==> config.mk <==
export PLATFORM = sky130hd
export DESIGN_NAME = alu_exec_stage
export DESIGN_NICKNAME = d
export VERILOG_FILES = /design/src/rtl/alu_exec_stage.sv
export SDC_FILE = /design/constraint.sdc
export NUM_CORES = 1
export LEC_CHECK = 0
export BUFFER_PORTS_ARGS = -buffer_cell sky130_fd_sc_hd__buf_4
export CORE_MARGIN = 3
export CORE_UTILIZATION = 35
export CTS_CLUSTER_DIAMETER = 80
export CTS_CLUSTER_SIZE = 25
export DETAILED_ROUTE_END_ITERATION = 12
export PLACE_DENSITY_LB_ADDON = 0.25
export SLEW_MARGIN = 5
export SYNTH_ARGS = -nofsm -noshare
export SYNTH_HDL_FRONTEND = slang
export SYNTH_SLANG_ARGS = --single-unit
export TNS_END_PERCENT = 20
==> constraint.sdc <==
create_clock -name i_clk_n -period 1.7 [get_ports i_clk_n]
set_clock_uncertainty 0.05 [all_clocks]
set_input_delay 0.255 -clock i_clk_n [delete_from_list [all_inputs] [get_ports i_clk_n]]
set_output_delay 0.255 -clock i_clk_n [all_outputs]
set_load 0.05 [all_outputs]
==> src/rtl/alu_exec_stage.sv <==
// Execute-stage sequencer: latches one decoded ALU op with forwarding, holds the
// ALU inputs steady while it is busy, and parks the result in a valid/ready writeback register.
module alu_exec_stage #(
  parameter int XLEN      = 32,
  parameter int REG_IDX_W = 5
) (
  input  logic                 i_clk_n,
  input  logic                 i_rst_n,
  input  logic                 i_id_valid,
  output logic                 o_id_ready,
  input  logic [REG_IDX_W-1:0] i_id_rs1,
  input  logic [REG_IDX_W-1:0] i_id_rs2,
  input  logic [XLEN-1:0]      i_id_rs1_data,
  input  logic [XLEN-1:0]      i_id_rs2_data,
  input  logic [XLEN-1:0]      i_id_imm,
  input  logic                 i_id_use_imm,
  input  logic [2:0]           i_id_funct3,
  input  logic [6:0]           i_id_funct7,
  input  logic [REG_IDX_W-1:0] i_id_rd,
  output logic [XLEN-1:0]      o_alu_in_a,
  output logic [XLEN-1:0]      o_alu_in_b,
  output logic [2:0]           o_alu_funct3,
  output logic [6:0]           o_alu_funct7,
  output logic                 o_alu_en,
  output logic                 o_alu_imm,
  input  logic                 i_alu_busy,
  input  logic [XLEN-1:0]      i_alu_out,
  output logic                 o_wb_valid,
  input  logic                 i_wb_ready,
  output logic [XLEN-1:0]      o_wb_data,
  output logic [REG_IDX_W-1:0] o_wb_rd
);

  typedef enum logic [1:0] {IDLE, EXEC, DONE} state_t;

  state_t                 state, state_nxt;
  logic                   accept;
  logic                   fwd_valid;
  logic [REG_IDX_W-1:0]   rd;
  logic [XLEN-1:0]        fwd_a, fwd_b;

  assign o_id_ready = (state == IDLE) | ((state == DONE) & i_wb_ready);
  assign accept     = i_id_valid & o_id_ready;
  assign o_alu_en   = (state == EXEC);

  // x0 is hardwired, so a stale result tagged rd=0 must never be forwarded
  assign fwd_a = (fwd_valid && i_id_rs1 == o_wb_rd && i_id_rs1 != '0) ? o_wb_data : i_id_rs1_data;
  assign fwd_b = (fwd_valid && i_id_rs2 == o_wb_rd && i_id_rs2 != '0) ? o_wb_data : i_id_rs2_data;

  always_ff @(posedge i_clk_n) begin
    if (!i_rst_n) state <= IDLE;
    else          state <= state_nxt;
  end

  always_comb begin
    state_nxt = state;
    case (state)
      IDLE:    if (accept) state_nxt = EXEC;
      EXEC:    if (!i_alu_busy) state_nxt = DONE;
      DONE:    if (i_wb_ready) state_nxt = accept ? EXEC : IDLE;
      default: state_nxt = IDLE;
    endcase
  end

  always_ff @(posedge i_clk_n) begin
    if (!i_rst_n) begin
      o_alu_in_a   <= '0;
      o_alu_in_b   <= '0;
      o_alu_funct3 <= '0;
      o_alu_funct7 <= '0;
      o_alu_imm    <= 1'b0;
      rd           <= '0;
      o_wb_valid   <= 1'b0;
      o_wb_data    <= '0;
      o_wb_rd      <= '0;
      fwd_valid    <= 1'b0;
    end else begin
      if (accept) begin
        o_alu_in_a   <= fwd_a;
        o_alu_in_b   <= i_id_use_imm ? i_id_imm : fwd_b;
        o_alu_funct3 <= i_id_funct3;
        o_alu_funct7 <= i_id_funct7;
        o_alu_imm    <= i_id_use_imm;
        rd           <= i_id_rd;
      end
      // wb_data/rd outlive the handshake so later ops can still forward from them
      if (state == EXEC && !i_alu_busy) begin
        o_wb_data  <= i_alu_out;
        o_wb_rd    <= rd;
        o_wb_valid <= 1'b1;
        fwd_valid  <= 1'b1;
      end else if (state == DONE && i_wb_ready) begin
        o_wb_valid <= 1'b0;
      end
    end
  end

endmodule

==> run metrics <==
ANT nets after route 0; Slowest cell on crit path dfxtp_4; WP data required 1.93 ns; synth-to-layout area growth 59.2%; first-pass GRT wire length 27,800 um; post-synth top area share 45.4%; Post-Synthesis Cells 601; Max clock buf depth 2; synth warn 0; Worst-path clk slew 0.06 ns; synth top area cells dfxtp_1 (45%), mux2i_1 (12%), nand2_1 (7.8%); clock root buffer clkbuf_16; DR WL/cell 17.8 um; Final WS setup -0.0289 ns; initial core utilization 36.2%; RePlAce Congestion 0.819; Yosys top cell by area dfxtp_1; Critical Path Max Stage Delay 0.36 ns; GRT Util Overall 21.2%; Setup violations, final 1; drt drc 0; DP HPWL 13,000 um; CTS buffer count 17; fin area 8500 um2; final critical-path required period 1.73 ns; setup TNS -0.0289 ns; Hold Vio Cnt, Final 0; WL final 19,100 um; final worst path period share 102%; DP Area 7720 um2; die height 130 um; max-slew violations 0; VDD IR max 0.000776 V; leakage 3.81 nW; xor/xnor cell area share of the yosys netlist 1.45%; crit path launch type flip-flop; Worst EP arrival 1.96 ns; diode count 0; vias in the first global route 5,259; Worst Hold Class in -> reg; syn_nets 760; FMAX 0.578 GHz; status finished, violations left; crit path max fanout 13; CTS sink cnt 121; crit end category flip-flop; Mean Syn Cell Area 8.89 um2; worst path cell trace buf_6, xor2_2, nor3_2, o211ai_4, buf_12, mux2i_1, o221ai_1; Cell Rows 44; Layout Utilization 57.6%; Mapped Area 5340 um2; routed via count 5,459; post-synthesis sequential area ratio 45.4%; failing checks setup timing; Yosys cell types 27; Max H-tree Level 4; critical path type reg -> reg; Synth Area in Compound Gates 20.2%; Post-Synth Adder-Cell Area 0%; Max-slew headroom 74.3%; DRT Pass-1 Iters 5; core area 14,800 um2; Die ar. 16,800 um2; CTS tree built; pwr/cell area 998 nW/um2; gr ovfl total 0; layout cells sized above 1 40.8%; RSZ-0062 raised after global routing true; Layout Nets 1,030; Chip Width 130 um; Via density 5.11; FF+latch count, synth 121; Least-Margin Pin Slew 0.383 ns; IO Count 274; Hold Buf Count CTS 0; PortBufs 273; simple-gate share of the synthesized area 15.4%; largest net degree at the start of global routing 67; Max Cap Viol 0; Iteration-0 DRC Markers 274; initial antenna violation count 0; main combinational cell family by area after synthesis compound AO/OA/AOI/OAI gates; Skew-Pair Late Insertion Delay 0.41 ns; post-synthesis mux area share 12.2%
[worst paths after layout]
kind                            cells after the start       endpoint  slack, ns        from
worst max-delay path                                7  o_alu_in_b[5]      -0.03  o_wb_rd[3]
worst min-delay path                                3          rd[0]       0.05  i_id_rd[0]
worst max register to register                      7  o_alu_in_b[5]      -0.03  o_wb_rd[3]
worst min register to register                      2     o_wb_rd[2]       0.40       rd[2]
[routing by layer]
| metal | global-route usage (%) | up-vias | wire length (um) |
|---|---|---|---|
| met1 | 25.0 | 2549 | 7760 |
| met4 | 7.33 | 0 | 427 |
| met5 | 0 | - | 0 |
| met2 | 36.6 | 201 | 9430 |
| met3 | 6.55 | 30 | 1430 |
| li1 | - | 2679 | - |
[sequential cells by signal, indices dropped and copies added, names as in the netlist]
signal / count
o_alu_in_b: 32
o_wb_valid: 1
o_alu_funct7: 7
o_wb_rd: 5
o_alu_imm: 1
o_alu_in_a: 32
state: 2
rd: 5
o_alu_funct3: 3
o_wb_data: 32
fwd_valid: 1
[through the flow]
step	total power (W)	std cells	setup WS, ns	hold slack (ns)
after floorplan	0.00431	601	-0.135	0.350
after global placement	0.00510	1031	-0.129	0.391
after detailed placement	0.00511	1031	-0.138	0.398
after CTS	0.00856	1065	-0.0161	0.0330
after global routing	0.00882	1068	-0.0796	0.0335
final	0.00849	1068	-0.0289	0.0454
[timing repair]
item,4_1_cts,5_1_grt
buffers inserted,1,1
gates resized for setup,6,13
cloned,1,3
pin swaps,2,23
endpoints found under the setup margin,42,63
[cells in the mapped netlist, drive strengths merged]
| master | count |
|---|---|
| and2 | 4 |
| dfxtp | 121 |
| buf | 16 |
| a21boi | 55 |
| o211ai | 1 |
| o41ai | 1 |
| a211oi | 1 |
| xnor2 | 4 |
| o221ai | 32 |
| a21oi | 34 |
| inv | 3 |
| nor3 | 2 |
| nor2 | 3 |
| o21ai | 35 |
| nand3b | 2 |
| mux2i | 65 |
| clkbuf | 39 |
| nand2 | 111 |
| nor2b | 2 |
| nand3 | 65 |
| nor4 | 1 |
| xor2 | 4 |
[critical path: cells and delay by family (launching register included)]
family	cells	cell delay [ns]
buffers and inverters	2	0.33
AND/OR/NAND/NOR	1	0.18
flip-flops	1	0.36
XOR/XNOR	1	0.16
AO/OA/AOI/OAI	2	0.33
multiplexers	1	0.18
[layout make-up]
cell class,count,area [um2]
clock buffers,18,439
clock inverters,14,125
fillers,1349,6250
inverters,3,11.3
multi-input cells,422,2720
flip-flops and latches,121,2440
well taps,184,230
repair buffers,306,2530
[kinds of logic (layout without fill, tap and decap cells)]
kind of cell              count (synthesis)  after routing
AOI/OAI and AO/OA                       159            159
xor gates and xnor gates                  8              8
buffers and inverters                    58            341
DFF                                     121            121
muxes                                    65             65
and+or+nand+nor                         190            190
[power breakdown]
group	leakage, nW	total [W]	switching, W	internal (W)
clock	0.261	0.00343	0.00138	0.00205
sequential	0.997	0.00317	0.000139	0.00303
combinational	2.56	0.00188	0.00117	0.000714
[cell usage in the layout, fill, tap and decap left out, types with 2 or more instances in the layout]
cell,count
buf_4,289
dfxtp_1,115
nand2_1,110
mux2i_1,64
nand3_1,64
a21boi_0,55
o21ai_0,35
a21oi_1,33
o221ai_1,32
clkbuf_16,20
buf_12,11
clkinvlp_4,6
xnor2_2,4
dfxtp_4,4
inv_1,3
xor2_1,3
and2_1,3
clkinv_2,3
nor2_1,2
nor3_2,2
nand3b_1,2
clkinv_4,2
inv_6,2
buf_16,2
dfxtp_2,2
Note: power is estimated with default switching activity, not from simulation.
